<file path="src/rtl/pipe_ctrl_if.sv">
// ---------------------------------------------------------------------------
// pipe_ctrl_if
//   Bundle of every non-clock signal between the pipeline stall/flush
//   controller and its environment (datapath, fetch unit, bench).
//
//   There is no valid/ready handshake on this bundle: every input is a level
//   that is sampled on each rising clock edge, and every output is a level
//   that is valid for the whole cycle (stage_stall, stage_flush, pc_stall,
//   exc_redirect and exc_busy are combinational from the current inputs and
//   state; stall_cnt and flush_cnt are registered).
//
//   Modports:
//     master - environment side: drives the requests, observes the controls
//     slave  - controller side: observes the requests, drives the controls
//
//   Signals:
//     stall_req    [STALL_SRC]        per-source stall request
//     stall_stage  [STALL_SRC*IDX_W]  per-source boundary, source i at [i*IDX_W +: IDX_W]
//     fetch_full                      fetch buffer full
//     br_flush_req                    branch mispredict redirect
//     br_stage     [IDX_W]            stage holding the resolving branch
//     br_delayslot                    delay slot in stage d-1 must survive
//     exc_req                         exception / refetch pulse
//     exc_hold                        outstanding memory op, delays the flush
//     cnt_clr                         synchronous counter clear
//     stage_stall  [STAGES]           per-stage hold
//     stage_flush  [STAGES]           per-stage clear to bubble
//     pc_stall                        freeze PC
//     exc_redirect                    one-cycle exception vector load
//     exc_busy                        exception sequence in progress
//     stall_cnt    [CNT_W]            cycles with stage_stall[0] set
//     flush_cnt    [CNT_W]            cycles with any stage_flush bit set
//     dbg_state    [2]                exception FSM state, for observation
// ---------------------------------------------------------------------------
interface pipe_ctrl_if #(
   parameter int STAGES    = 6,
   parameter int STALL_SRC = 4,
   parameter int IDX_W     = 3,
   parameter int CNT_W     = 16
);
   logic [STALL_SRC-1:0]       stall_req;
   logic [STALL_SRC*IDX_W-1:0] stall_stage;
   logic                       fetch_full;
   logic                       br_flush_req;
   logic [IDX_W-1:0]           br_stage;
   logic                       br_delayslot;
   logic                       exc_req;
   logic                       exc_hold;
   logic                       cnt_clr;
   logic [STAGES-1:0]          stage_stall;
   logic [STAGES-1:0]          stage_flush;
   logic                       pc_stall;
   logic                       exc_redirect;
   logic                       exc_busy;
   logic [CNT_W-1:0]           stall_cnt;
   logic [CNT_W-1:0]           flush_cnt;
   logic [1:0]                 dbg_state;

   modport master (
      output stall_req, stall_stage, fetch_full, br_flush_req, br_stage,
             br_delayslot, exc_req, exc_hold, cnt_clr,
      input  stage_stall, stage_flush, pc_stall, exc_redirect, exc_busy,
             stall_cnt, flush_cnt, dbg_state
   );

   modport slave (
      input  stall_req, stall_stage, fetch_full, br_flush_req, br_stage,
             br_delayslot, exc_req, exc_hold, cnt_clr,
      output stage_stall, stage_flush, pc_stall, exc_redirect, exc_busy,
             stall_cnt, flush_cnt, dbg_state
   );
endinterface

</file>
<file path="src/rtl/pipe_ctrl_fsm.sv">
// ---------------------------------------------------------------------------
// pipe_ctrl_fsm
//   Stall/flush controller for an in-order pipeline of STAGES registers
//   (index 0 = fetch side, STAGES-1 = write-back side). Merges several stall
//   sources, a branch-redirect flush and an exception sequence
//   (hold -> flush -> refill) into per-stage stall and flush vectors, and
//   keeps saturating performance counters of stalled and flushing cycles.
//
//   Ports:
//     clk  - clock
//     rst  - asynchronous reset, active-high; forces every control output
//            low while asserted and aborts any exception sequence
//     bus  - pipe_ctrl_if.slave, all requests in and controls out
// ---------------------------------------------------------------------------
module pipe_ctrl_fsm #(
   parameter int STAGES    = 6,
   parameter int STALL_SRC = 4,
   parameter int IDX_W     = 3,
   parameter int REFILL    = 2,
   parameter int CNT_W     = 16
) (
   input  logic         clk,
   input  logic         rst,
   pipe_ctrl_if.slave   bus
);

   // Refill counter must hold REFILL itself; keep it at least one bit wide.
   localparam int RF_W = (REFILL > 1) ? $clog2(REFILL + 1) : 1;

   typedef enum logic [1:0] {
      ST_IDLE    = 2'd0,
      ST_WAIT    = 2'd1,
      ST_FLUSH   = 2'd2,
      ST_RECOVER = 2'd3
   } state_t;

   state_t            state_q,     state_d;
   logic [RF_W-1:0]   refill_q,    refill_d;
   logic [CNT_W-1:0]  stall_cnt_q, stall_cnt_d;
   logic [CNT_W-1:0]  flush_cnt_q, flush_cnt_d;

   // Stall merge results
   logic              stall_any;
   logic [IDX_W-1:0]  stall_b;
   logic [STAGES-1:0] merge_stall;
   logic [STAGES-1:0] merge_bubble;

   // Branch flush results
   logic              br_hit;
   logic [STAGES-1:0] br_mask;

   // Unmasked controls (before reset gating)
   logic [STAGES-1:0] stall_o;
   logic [STAGES-1:0] flush_o;
   logic              pc_stall_o;
   logic              redirect_o;

   // -------------------------------------------------------------------------
   // Stall merge: deepest boundary B over all active sources. Every stage up
   // to and including B holds; the stage just past B gets a bubble so the
   // instruction that moves on is not duplicated.
   // -------------------------------------------------------------------------
   always_comb begin
      stall_any    = 1'b0;
      stall_b      = '0;
      merge_stall  = '0;
      merge_bubble = '0;
      for (int i = 0; i < STALL_SRC; i++) begin
         if (bus.stall_req[i]) begin
            stall_any = 1'b1;
            if (bus.stall_stage[i*IDX_W +: IDX_W] > stall_b) begin
               stall_b = bus.stall_stage[i*IDX_W +: IDX_W];
            end
         end
      end
      for (int k = 0; k < STAGES; k++) begin
         merge_stall[k]  = stall_any && (k <= int'(stall_b));
         merge_bubble[k] = stall_any && (k == int'(stall_b) + 1);
      end
   end

   // -------------------------------------------------------------------------
   // Branch flush: kills every stage younger than the branch (or younger than
   // the delay slot). If a stall currently holds the branch stage the redirect
   // cannot take effect yet, so it is dropped and the requester re-asserts.
   // An exception in the same cycle always wins over the branch.
   // -------------------------------------------------------------------------
   always_comb begin
      int lim;
      br_hit  = bus.br_flush_req && !bus.exc_req &&
                !(stall_any && (bus.br_stage <= stall_b));
      lim     = bus.br_delayslot ? int'(bus.br_stage) - 1 : int'(bus.br_stage);
      br_mask = '0;
      for (int k = 0; k < STAGES; k++) begin
         br_mask[k] = (k < lim);
      end
   end

   // -------------------------------------------------------------------------
   // Exception FSM: next state and controls.
   // -------------------------------------------------------------------------
   always_comb begin
      state_d    = state_q;
      refill_d   = refill_q;
      stall_o    = '0;
      flush_o    = '0;
      pc_stall_o = bus.fetch_full;
      redirect_o = 1'b0;

      // Normal-operation controls shared by IDLE and RECOVER; flush wins over
      // stall on any stage that both would touch.
      flush_o = merge_bubble | (br_hit ? br_mask : '0);
      stall_o = merge_stall & ~flush_o;

      unique case (state_q)
         ST_IDLE: begin
            if (bus.exc_req) begin
               stall_o = '1;
               flush_o = '0;
               state_d = ST_WAIT;
            end
         end
         ST_WAIT: begin
            stall_o    = '1;
            flush_o    = '0;
            pc_stall_o = 1'b1;
            if (!bus.exc_hold) begin
               state_d = ST_FLUSH;
            end
         end
         ST_FLUSH: begin
            stall_o    = '0;
            flush_o    = '1;
            redirect_o = 1'b1;
            if (REFILL == 0) begin
               state_d = ST_IDLE;
            end else begin
               state_d  = ST_RECOVER;
               refill_d = RF_W'(REFILL);
            end
         end
         ST_RECOVER: begin
            pc_stall_o = 1'b1;
            if (refill_q <= RF_W'(1)) begin
               state_d  = ST_IDLE;
               refill_d = '0;
            end else begin
               refill_d = refill_q - RF_W'(1);
            end
         end
         default: begin
            state_d = ST_IDLE;
         end
      endcase
   end

   // -------------------------------------------------------------------------
   // Saturating performance counters; clear wins over increment.
   // -------------------------------------------------------------------------
   always_comb begin
      stall_cnt_d = stall_cnt_q;
      flush_cnt_d = flush_cnt_q;
      if (bus.cnt_clr) begin
         stall_cnt_d = '0;
         flush_cnt_d = '0;
      end else begin
         if (stall_o[0] && (stall_cnt_q != '1)) begin
            stall_cnt_d = stall_cnt_q + CNT_W'(1);
         end
         if ((|flush_o) && (flush_cnt_q != '1)) begin
            flush_cnt_d = flush_cnt_q + CNT_W'(1);
         end
      end
   end

   always_ff @(posedge clk or posedge rst) begin
      if (rst) begin
         state_q     <= ST_IDLE;
         refill_q    <= '0;
         stall_cnt_q <= '0;
         flush_cnt_q <= '0;
      end else begin
         state_q     <= state_d;
         refill_q    <= refill_d;
         stall_cnt_q <= stall_cnt_d;
         flush_cnt_q <= flush_cnt_d;
      end
   end

   // Controls are combinational, so they are gated directly by rst to be
   // quiet for the whole reset window rather than from the next edge on.
   assign bus.stage_stall  = rst ? '0 : stall_o;
   assign bus.stage_flush  = rst ? '0 : flush_o;
   assign bus.pc_stall     = rst ? 1'b0 : pc_stall_o;
   assign bus.exc_redirect = rst ? 1'b0 : redirect_o;
   assign bus.exc_busy     = !rst && (state_q != ST_IDLE);
   assign bus.stall_cnt    = stall_cnt_q;
   assign bus.flush_cnt    = flush_cnt_q;
   assign bus.dbg_state    = state_q;

endmodule

</file>
<file path="src/flat_wrapper.sv">
// flat-port wrapper written by rule: the top's interface ports become plain ports
module pipe_ctrl_fsm_flat 
#(
   parameter int STAGES    = 6,
   parameter int STALL_SRC = 4,
   parameter int IDX_W     = 3,
   parameter int REFILL    = 2,
   parameter int CNT_W     = 16
)
  (clk, rst, bus_stall_req, bus_stall_stage, bus_fetch_full, bus_br_flush_req, bus_br_stage, bus_br_delayslot, bus_exc_req, bus_exc_hold, bus_cnt_clr, bus_stage_stall, bus_stage_flush, bus_pc_stall, bus_exc_redirect, bus_exc_busy, bus_stall_cnt, bus_flush_cnt, bus_dbg_state);
  pipe_ctrl_if #(.STAGES(STAGES), .STALL_SRC(STALL_SRC), .IDX_W(IDX_W), .CNT_W(CNT_W)) bus_i ();
  input  logic clk;
  input  logic rst;
  input wire logic [$bits(bus_i.stall_req)-1:0] bus_stall_req;
  input wire logic [$bits(bus_i.stall_stage)-1:0] bus_stall_stage;
  input wire logic [$bits(bus_i.fetch_full)-1:0] bus_fetch_full;
  input wire logic [$bits(bus_i.br_flush_req)-1:0] bus_br_flush_req;
  input wire logic [$bits(bus_i.br_stage)-1:0] bus_br_stage;
  input wire logic [$bits(bus_i.br_delayslot)-1:0] bus_br_delayslot;
  input wire logic [$bits(bus_i.exc_req)-1:0] bus_exc_req;
  input wire logic [$bits(bus_i.exc_hold)-1:0] bus_exc_hold;
  input wire logic [$bits(bus_i.cnt_clr)-1:0] bus_cnt_clr;
  output wire logic [$bits(bus_i.stage_stall)-1:0] bus_stage_stall;
  output wire logic [$bits(bus_i.stage_flush)-1:0] bus_stage_flush;
  output wire logic [$bits(bus_i.pc_stall)-1:0] bus_pc_stall;
  output wire logic [$bits(bus_i.exc_redirect)-1:0] bus_exc_redirect;
  output wire logic [$bits(bus_i.exc_busy)-1:0] bus_exc_busy;
  output wire logic [$bits(bus_i.stall_cnt)-1:0] bus_stall_cnt;
  output wire logic [$bits(bus_i.flush_cnt)-1:0] bus_flush_cnt;
  output wire logic [$bits(bus_i.dbg_state)-1:0] bus_dbg_state;
  assign bus_i.stall_req = bus_stall_req;
  assign bus_i.stall_stage = bus_stall_stage;
  assign bus_i.fetch_full = bus_fetch_full;
  assign bus_i.br_flush_req = bus_br_flush_req;
  assign bus_i.br_stage = bus_br_stage;
  assign bus_i.br_delayslot = bus_br_delayslot;
  assign bus_i.exc_req = bus_exc_req;
  assign bus_i.exc_hold = bus_exc_hold;
  assign bus_i.cnt_clr = bus_cnt_clr;
  assign bus_stage_stall = bus_i.stage_stall;
  assign bus_stage_flush = bus_i.stage_flush;
  assign bus_pc_stall = bus_i.pc_stall;
  assign bus_exc_redirect = bus_i.exc_redirect;
  assign bus_exc_busy = bus_i.exc_busy;
  assign bus_stall_cnt = bus_i.stall_cnt;
  assign bus_flush_cnt = bus_i.flush_cnt;
  assign bus_dbg_state = bus_i.dbg_state;
  pipe_ctrl_fsm #(.STAGES(STAGES), .STALL_SRC(STALL_SRC), .IDX_W(IDX_W), .REFILL(REFILL), .CNT_W(CNT_W)) u_core (.clk(clk), .rst(rst), .bus(bus_i));
endmodule
</file>
<file path="config.mk">
export PLATFORM = sky130hd
export DESIGN_NAME = pipe_ctrl_fsm_flat
export DESIGN_NICKNAME = d
export VERILOG_FILES = /design/src/rtl/pipe_ctrl_if.sv /design/src/rtl/pipe_ctrl_fsm.sv /design/src/flat_wrapper.sv
export SDC_FILE = /design/constraint.sdc
export NUM_CORES = 1
export LEC_CHECK = 0
export CORE_MARGIN = 4
export CORE_UTILIZATION = 53
export DETAILED_ROUTE_END_ITERATION = 6
export PLACE_DENSITY = 0.89
export SLEW_MARGIN = 20
export SYNTH_ARGS = -nofsm -noshare
export SYNTH_HDL_FRONTEND = slang
export SYNTH_SLANG_ARGS = --single-unit
</file>
<file path="constraint.sdc">
create_clock -name clk -period 15.5 [get_ports clk]
set_input_delay 3.1 -clock clk [delete_from_list [all_inputs] [get_ports clk]]
set_output_delay 3.1 -clock clk [all_outputs]
set_load 0.03 [all_outputs]
</file>
==> metrics.txt, run 1 <==
status=complete, no violations; core area=0.00520 mm²; Max clock buf depth=2; minimum clock period=12670 ps; Pre-antenna DRT Iters=4; Hold Vio Cnt, Final=0; Net Count, Synth=400; Final setup violation count=0; Post-CTS Setup Bufs=0; R2R setup slack=12430 ps; pwr dens=122 mW/mm²; DRC=0; CTS H-Tree Depth=2; vias in the first global route=2827; Worst Path Max Fanout=7; Worst EP required=12400 ps; Worst path top cell family by delay=simple AND/OR/NAND/NOR gates; Avg Inst Size Synth=8.24 µm²; Antenna Cells=0; Buf+Inv Stages, Crit Path=4; via count=2891; Clock Latency Late Sink=290 ps; reg2reg start=u_core.bus.flush_cnt[3]; DR WL/cell=15.2 µm; initial antenna violation count=0; Hold Crit Class=register to register; Hold Path Stages=1; GP Congestion=0.919; Rows=26; port buffer count=75; Clock transition at path regs=70 ps; CTS Buf Count=5; Top FF cell, synth=dfrtp_1; Cell Area, Synth=0.00292 mm²; Final WS setup=2830 ps; largest cells by area after synthesis=dfrtp_1, ha_1, a21oi_1, nand2_1, nand3_1; Synth async-reset ratio=100%; share of the core filled with cells=72.9%; Max-Slew Margin vs Limit=35.5%; # clock sinks=36; antenna-violating nets left=0; cell count after synthesis=354; Post-synth EDFFs=0; via density per instance=5.85; number of max-cap violations=0; fin cells=494; Hold Path Sink=u_core.refill_q[0]; unique cell type count in the Yosys netlist=56; LEAKAGE=1.52 nW; nets=469; Worst Reg-to-Reg Cells=9; crit end category=output pin; CTS Root Cell=clkbuf_8; FF-to-FF End=u_core.bus.flush_cnt[13]; crit-path most repeated cell=ha_1; CTS tree=built; top-area cell type share of the netlist area=30.9%; share of layout cells above drive strength 1=7.55%; total gr overflow=0; I/O pin cnt=76; RSZ-0062 raised after global routing=no; final worst-path cycle share=81.8%; clock skew=6.84 ps; worst vdd ir=0.000116 V; commonest non-fill, non-tap cell in the layout=clkdlybuf4s50_1; max-slew violations=0; Die Ht=82.2 µm; CTS hold repair buffers=0; DP Worst Slack=2860 ps; Die Area=0.00675 mm²; CP Launch Type=input port; cell taking the most area after synthesis=dfrtp_1; DR iter-0 viols=180; largest net degree at the start of global routing=35; area delta synth->final=30.1%; setup_tns=0 ps; most frequent cells in the layout=clkdlybuf4s50_1, dfrtp_1, nand2_1; YS warnings=0; post-CTS resize count=0; WL final=7.51 mm; die span in x=82.2 µm; fillers=424; dpl cells=486; Crit Path Class=input port to output pin; Seq cells post-synth=36; Global Route Usage Sum=23.6%; Critical Path AT=9570 ps; Worst-Margin Slew=964 ps; sequential area share after synthesis=30.9%; crit-path max cell delay=700 ps; final HPWL from detailed placement=5.62 mm; Fmax=78.9 MHz; critical hold path startpoint=u_core.refill_q[0]; global-route wire length before repair=12.6 mm; Starting Density=56.0%; Crit-path slowest cell=clkdlybuf4s50_1
## through the flow
step	total power, W	instance area (µm²)	hold WS (ps)
4_1_cts	0.000464	3790	504
5_1_grt	0.000492	3790	518
3_3_place_gp	0.000371	3680	476
6_report	0.000462	3790	504
2_1_floorplan	0.000307	2920	457
3_5_place_dp	0.000377	3680	489
## Yosys cell counts (all sizes together), types with 2 or more instances
library cell	n
mux2	6
and2	5
o22ai	2
dfrtp	36
xnor2	2
nand4	3
nor4	4
a21oi	30
or3	16
or2	3
mux2i	3
clkbuf	7
or4	8
and3	5
nand2	33
nor2b	7
nand3	24
o211ai	8
xor2	10
a211oi	3
buf	8
nand2b	6
o21a	5
o311ai	2
ha	19
nor3	9
o21ai	23
nor2	23
o221ai	3
inv	23
o31ai	8
## worst max path at each step
stage | start | end | slack [ps] | cells after the start
after floorplan | bus_stall_stage[1] | bus_stage_flush[2] | 4340 | 25
after global placement | bus_stall_req[0] | bus_stage_flush[4] | 3170 | 29
after detailed placement | bus_stall_req[0] | bus_stage_flush[4] | 2860 | 29
after CTS | bus_stall_req[0] | bus_stage_flush[4] | 2860 | 29
after global routing | bus_stall_req[0] | bus_stage_flush[4] | 2280 | 29
final | bus_stall_req[0] | bus_stage_flush[4] | 2830 | 29
## state kept, by name, summed over array words and instances (netlist names)
signal                flops
u_core.refill_q           2
u_core.bus.stall_cnt     16
u_core.bus.flush_cnt     16
u_core.bus.dbg_state      2
## logic make-up after synthesis
family                     share of synthesized area, %
xor gates and xnor gates                           3.61
AOI/OAI and AO/OA                                  20.2
DFF                                                30.9
adders and majority gates                          8.15
buffers and inverters                              6.01
muxes                                              3.61
and+or+nand+nor                                    27.5
## metal layers
layer | track usage (%) | vias up | routed length, µm
met2 | 37.5 | 96 | 3600
li1 | - | 1421 | -
met5 | 0 | - | 0
met3 | 5.53 | 14 | 475
met4 | 9.14 | 0 | 144
met1 | 31.1 | 1360 | 3290
## where the power goes
part	switching, W	total [W]	leakage, nW	internal (W)
sequential	0.0000111	0.000115	0.492	0.000104
combinational	0.000163	0.000263	0.971	0.000100
clock	0.0000365	0.0000841	0.0541	0.0000476
total	0.000210	0.000462	1.52	0.000252
## final cells by class
class                      count  area (µm²)  share of cell area (%)
clock buffer                   5        68.8                    1.81
clock inverter                 3        42.5                    1.12
inverter                      23        88.8                    2.34
multi-input combinational    280        1840                    48.5
sequential                    36         901                    23.7
tap                           70        87.6                    2.31
timing repair buffer          77         766                    20.2
Power figures use the tool's default switching activity.
==> run 2, diff against run 1 <==
- CORE_UTILIZATION: 53 -> 50
- PLACE_DENSITY: 0.89 -> 0.85
- clock period: 15.5 -> 11.7 ns (I/O delays scaled with it)
==> run 2 against run 1 <==
  * Clock skew fell by 3.1 ps
  * Non-clock buffer count is the same
  * Global-route usage fell by 2.3 points
  * Cell area about the same
  * Power up 31%
  * Clock power is 28% higher
  * Clock-buffer cell count is 1 higher
  * First-iteration DRC count decreased by 7.2%
  * Worst hold slack better by 15 ps
==> metrics.txt, run 2 (synthesis gave the netlist of run 1 again) <==
critical hold path startpoint=u_core.refill_q[1]; WL final=7.48 mm; port buffer count=75; Die Area=0.00712 mm²; Buf+Inv Stages, Crit Path=4; via density per instance=5.74; Die Ht=84.4 µm; DR iter-0 viols=167; DRC=0; Hold Path Stages=2; vias in the first global route=2873; max-slew violations=0; dpl cells=488; initial antenna violation count=0; nets=469; Worst Path Max Fanout=7; antenna-violating nets left=0; Rows=27; CTS tree=built; pwr dens=159 mW/mm²; I/O pin cnt=76; Hold Path Sink=u_core.refill_q[1]; crit end category=output pin; most frequent cells in the layout=clkdlybuf4s50_1, dfrtp_1, nand2_1; LEAKAGE=1.52 nW; status=complete, no violations; Starting Density=52.3%; via count=2849; FF-to-FF End=u_core.bus.flush_cnt[13]; Final WS setup=534 ps; Worst path top cell family by delay=simple AND/OR/NAND/NOR gates; minimum clock period=11170 ps; DP Worst Slack=605 ps; Final setup violation count=0; Fmax=89.6 MHz; # clock sinks=36; Critical Path AT=8830 ps; Post-CTS Setup Bufs=0; fin cells=496; CTS Root Cell=clkbuf_8; largest net degree at the start of global routing=39; GP Congestion=0.882; setup_tns=0 ps; Hold Crit Class=register to register; CTS Buf Count=5; Pre-antenna DRT Iters=4; Crit Path Class=input port to output pin; worst vdd ir=0.000130 V; Clock Latency Late Sink=280 ps; RSZ-0062 raised after global routing=no; Global Route Usage Sum=21.3%; fillers=483; core area=0.00557 mm²; DR WL/cell=15.1 µm; Max clock buf depth=2; Max-Slew Margin vs Limit=39.4%; final HPWL from detailed placement=5.56 mm; CTS hold repair buffers=0; Antenna Cells=0; Clock transition at path regs=70 ps; CTS H-Tree Depth=2; Crit-path slowest cell=clkdlybuf4s50_1; Worst EP required=9360 ps; number of max-cap violations=0; die span in x=84.4 µm; R2R setup slack=8680 ps; Worst Reg-to-Reg Cells=9; crit-path most repeated cell=ha_1; share of layout cells above drive strength 1=7.31%; Worst-Margin Slew=907 ps; commonest non-fill, non-tap cell in the layout=clkdlybuf4s50_1; CP Launch Type=input port; reg2reg start=u_core.bus.flush_cnt[3]; area delta synth->final=30.1%; worst hold margin=519 ps; critical path startpoint=bus_stall_req[0]; post-CTS resize count=0; clock skew=3.76 ps; crit-path max cell delay=690 ps; global-route wire length before repair=13.0 mm; final worst-path cycle share=95.4%; total gr overflow=0; Hold Vio Cnt, Final=0
-- run 2: cell types whose count changed in the layout (fill, tap and decap cells not counted) --
cell        previous run  this run
clkinvlp_4             1         0
clkbuf_1               0         1
-- run 2: metal layers --
layer	track usage, %	part of all wire (%)
met1	28.9	46
met2	34.8	48
met3	4.71	6.1
met4	4.75	0.36
met5	0	0
-- run 2: worst min-delay path, cell delays in order, from the launching register on --
cell     delay (ps)
dfrtp_1         370
nand2_1          60
o21ai_0          60
-- run 2: area by class of cell --
type | instances | area (µm²) | share of cell area, %
Clock buffer | 6 | 72.6 | 1.91
Clock inverter | 2 | 35.0 | 0.924
Inverter | 23 | 88.8 | 2.34
Multi-Input combinational cell | 280 | 1840 | 48.5
Sequential cell | 36 | 901 | 23.8
Tap cell | 72 | 90.1 | 2.38
Timing Repair Buffer | 77 | 766 | 20.2
-- run 2: worst max-delay path by stage --
stage                         endpoint  slack [ps]  cells after the start
floorplan           bus_stage_flush[2]        2060                     25
global placement    bus_stage_flush[2]         930                     28
detailed placement  bus_stage_flush[4]         610                     29
CTS                 bus_stage_flush[4]         590                     29
global route        bus_stage_flush[4]          20                     29
finish              bus_stage_flush[4]         530                     29
-- run 2: metrics by stage --
stage,area (µm²),util (%),power [W]
3_3_place_gp,3680,66.1,0.000490
2_1_floorplan,2920,-,0.000407
4_1_cts,3790,68.0,0.000608
5_1_grt,3790,68.0,0.000647
3_5_place_dp,3680,66.1,0.000495
6_report,3790,68.0,0.000605
-- run 2: report_power, final --
part	internal, W	switching [W]	total [W]
clock	0.0000633	0.0000447	0.000108
sequential	0.000138	0.0000148	0.000153
combinational	0.000133	0.000212	0.000344
==> run 3, diff against run 2 <==
- CORE_MARGIN: 4 -> default
==> run 3 against run 2 <==
  * Largest cell class unchanged
  * Global-route usage increased by 4.2 points
  * Sequential power about the same
  * Highest routed layer unchanged
  * Critical path type unchanged
  * Routed wire length decreased by 0.91%
  * Critical endpoint unchanged
==> metrics.txt, run 3 (synthesis gave the netlist of run 1 again) <==
Crit-path slowest cell=clkdlybuf4s50_1; global-route wire length before repair=12.6 mm; Hold Crit Class=register to register; nets=469; crit-path max cell delay=690 ps; area occupied by multi-input gates=0.00184 mm²; Max-Slew Margin vs Limit=38.2%; worst hold margin=502 ps; GP Congestion=0.933; share of layout cells above drive strength 1=7.33%; fillers=486; worst vdd ir=0.000140 V; Die Ht=78.4 µm; CTS H-Tree Depth=2; Starting Density=52.3%; I/O pin cnt=76; via count=2914; most frequent cells in the layout=clkdlybuf4s50_1, dfrtp_1, nand2_1; Hold Vio Cnt, Final=0; CTS Buf Count=5; commonest non-fill, non-tap cell in the layout=clkdlybuf4s50_1; DR WL/cell=15.0 µm; largest net degree at the start of global routing=39; # clock sinks=36; minimum clock period=11140 ps; CTS tree=built; status=complete, no violations; clock skew=2.73 ps; Fmax=89.8 MHz; Global Route Usage Sum=25.5%; setup_tns=0 ps; Clock transition at path regs=70 ps; DRC=0; post-CTS resize count=0; crit end category=output pin; crit-path most repeated cell=ha_1; total gr overflow=0; Post-CTS Setup Bufs=0; Rows=27; final HPWL from detailed placement=5.38 mm; via density per instance=5.89; number of max-cap violations=0; total power=0.000592 W; antenna-violating nets left=0; max-slew violations=0; Critical Path AT=8800 ps; CTS hold repair buffers=0; Crit Path Class=input port to output pin; Reg area=901 µm²; LEAKAGE=1.51 nW; final worst-path cycle share=95.2%; core area=0.00557 mm²; Worst-Margin Slew=924 ps; CTS Root Cell=clkbuf_8; WL final=7.41 mm; port buffer count=75; area delta synth->final=29.7%; Clock Latency Late Sink=280 ps; DR iter-0 viols=249; RSZ-0062 raised after global routing=no; Worst EP required=9360 ps; Max clock buf depth=2; initial antenna violation count=0; pwr dens=156 mW/mm²; Final setup violation count=0; Die Area=0.00614 mm²; CP Launch Type=input port; die span in x=78.4 µm; Worst Path Max Fanout=7; Antenna Cells=0; vias in the first global route=2697; Pre-antenna DRT Iters=6
## run 3: cell types whose count changed in the layout (fill, tap and decap cells not counted)
cell and change:
bufinv_16 -1, clkbuf_1 -1, clkbuf_8 +2, clkinv_2 -1
## run 3: cell type report
| cell class | instances | share of cell area (%) |
|---|---|---|
| sequential | 36 | 23.8 |
| clock buffer | 7 | 2.55 |
| multi-input combinational | 280 | 48.6 |
| timing repair buffer | 77 | 20.3 |
| inverter | 23 | 2.35 |
| tap | 72 | 2.38 |
## run 3: stage by stage
| stage | util, % | cells | setup slack, ps | cell area, µm² |
|---|---|---|---|---|
| 2_1_floorplan | - | 354 | 2060 | 2920 |
| 3_3_place_gp | 66.1 | 488 | 915 | 3680 |
| 3_5_place_dp | 66.1 | 488 | 628 | 3680 |
| 4_1_cts | 67.8 | 495 | 605 | 3780 |
| 5_1_grt | 67.8 | 495 | 150 | 3780 |
| 6_report | 67.8 | 495 | 562 | 3780 |
## run 3: path summary, 6_finish.rpt
check / startpoint / end / slack [ps] / depth (start not counted)
max: bus_stall_req[0] / bus_stage_flush[4] / 560 / 29
min: u_core.refill_q[0] / u_core.refill_q[0] / 500 / 1
max reg2reg: u_core.bus.flush_cnt[3] / u_core.bus.flush_cnt[13] / 8580 / 8
min reg2reg: u_core.refill_q[0] / u_core.refill_q[0] / 500 / 1
max in group asynchronous: rst / u_core.bus.flush_cnt[4] / 8630 / 3
min in group asynchronous: rst / u_core.bus.stall_cnt[2] / 2740 / 3
## run 3: routing by layer
metal / global-route usage (%) / up-vias / routed length [µm]
li1: - / 1405 / -
met1: 34.7 / 1379 / 3390
met2: 40.4 / 118 / 3490
met3: 5.70 / 12 / 436
met4: 7.59 / 0 / 91
met5: 0 / - / 0
## run 3: critical path, delay by kind of cell
kind | cells | cell delay [ps]
compound gates | 9 | 1590
buf+inv | 4 | 1360
simple gates | 10 | 1640
mux | 2 | 670
fa+ha+maj | 4 | 1180
## run 3: where the power goes
group          leakage, nW  internal [W]  switching [W]
sequential           0.492      0.000138      0.0000150
clock               0.0503     0.0000524      0.0000419
combinational        0.971      0.000133       0.000212
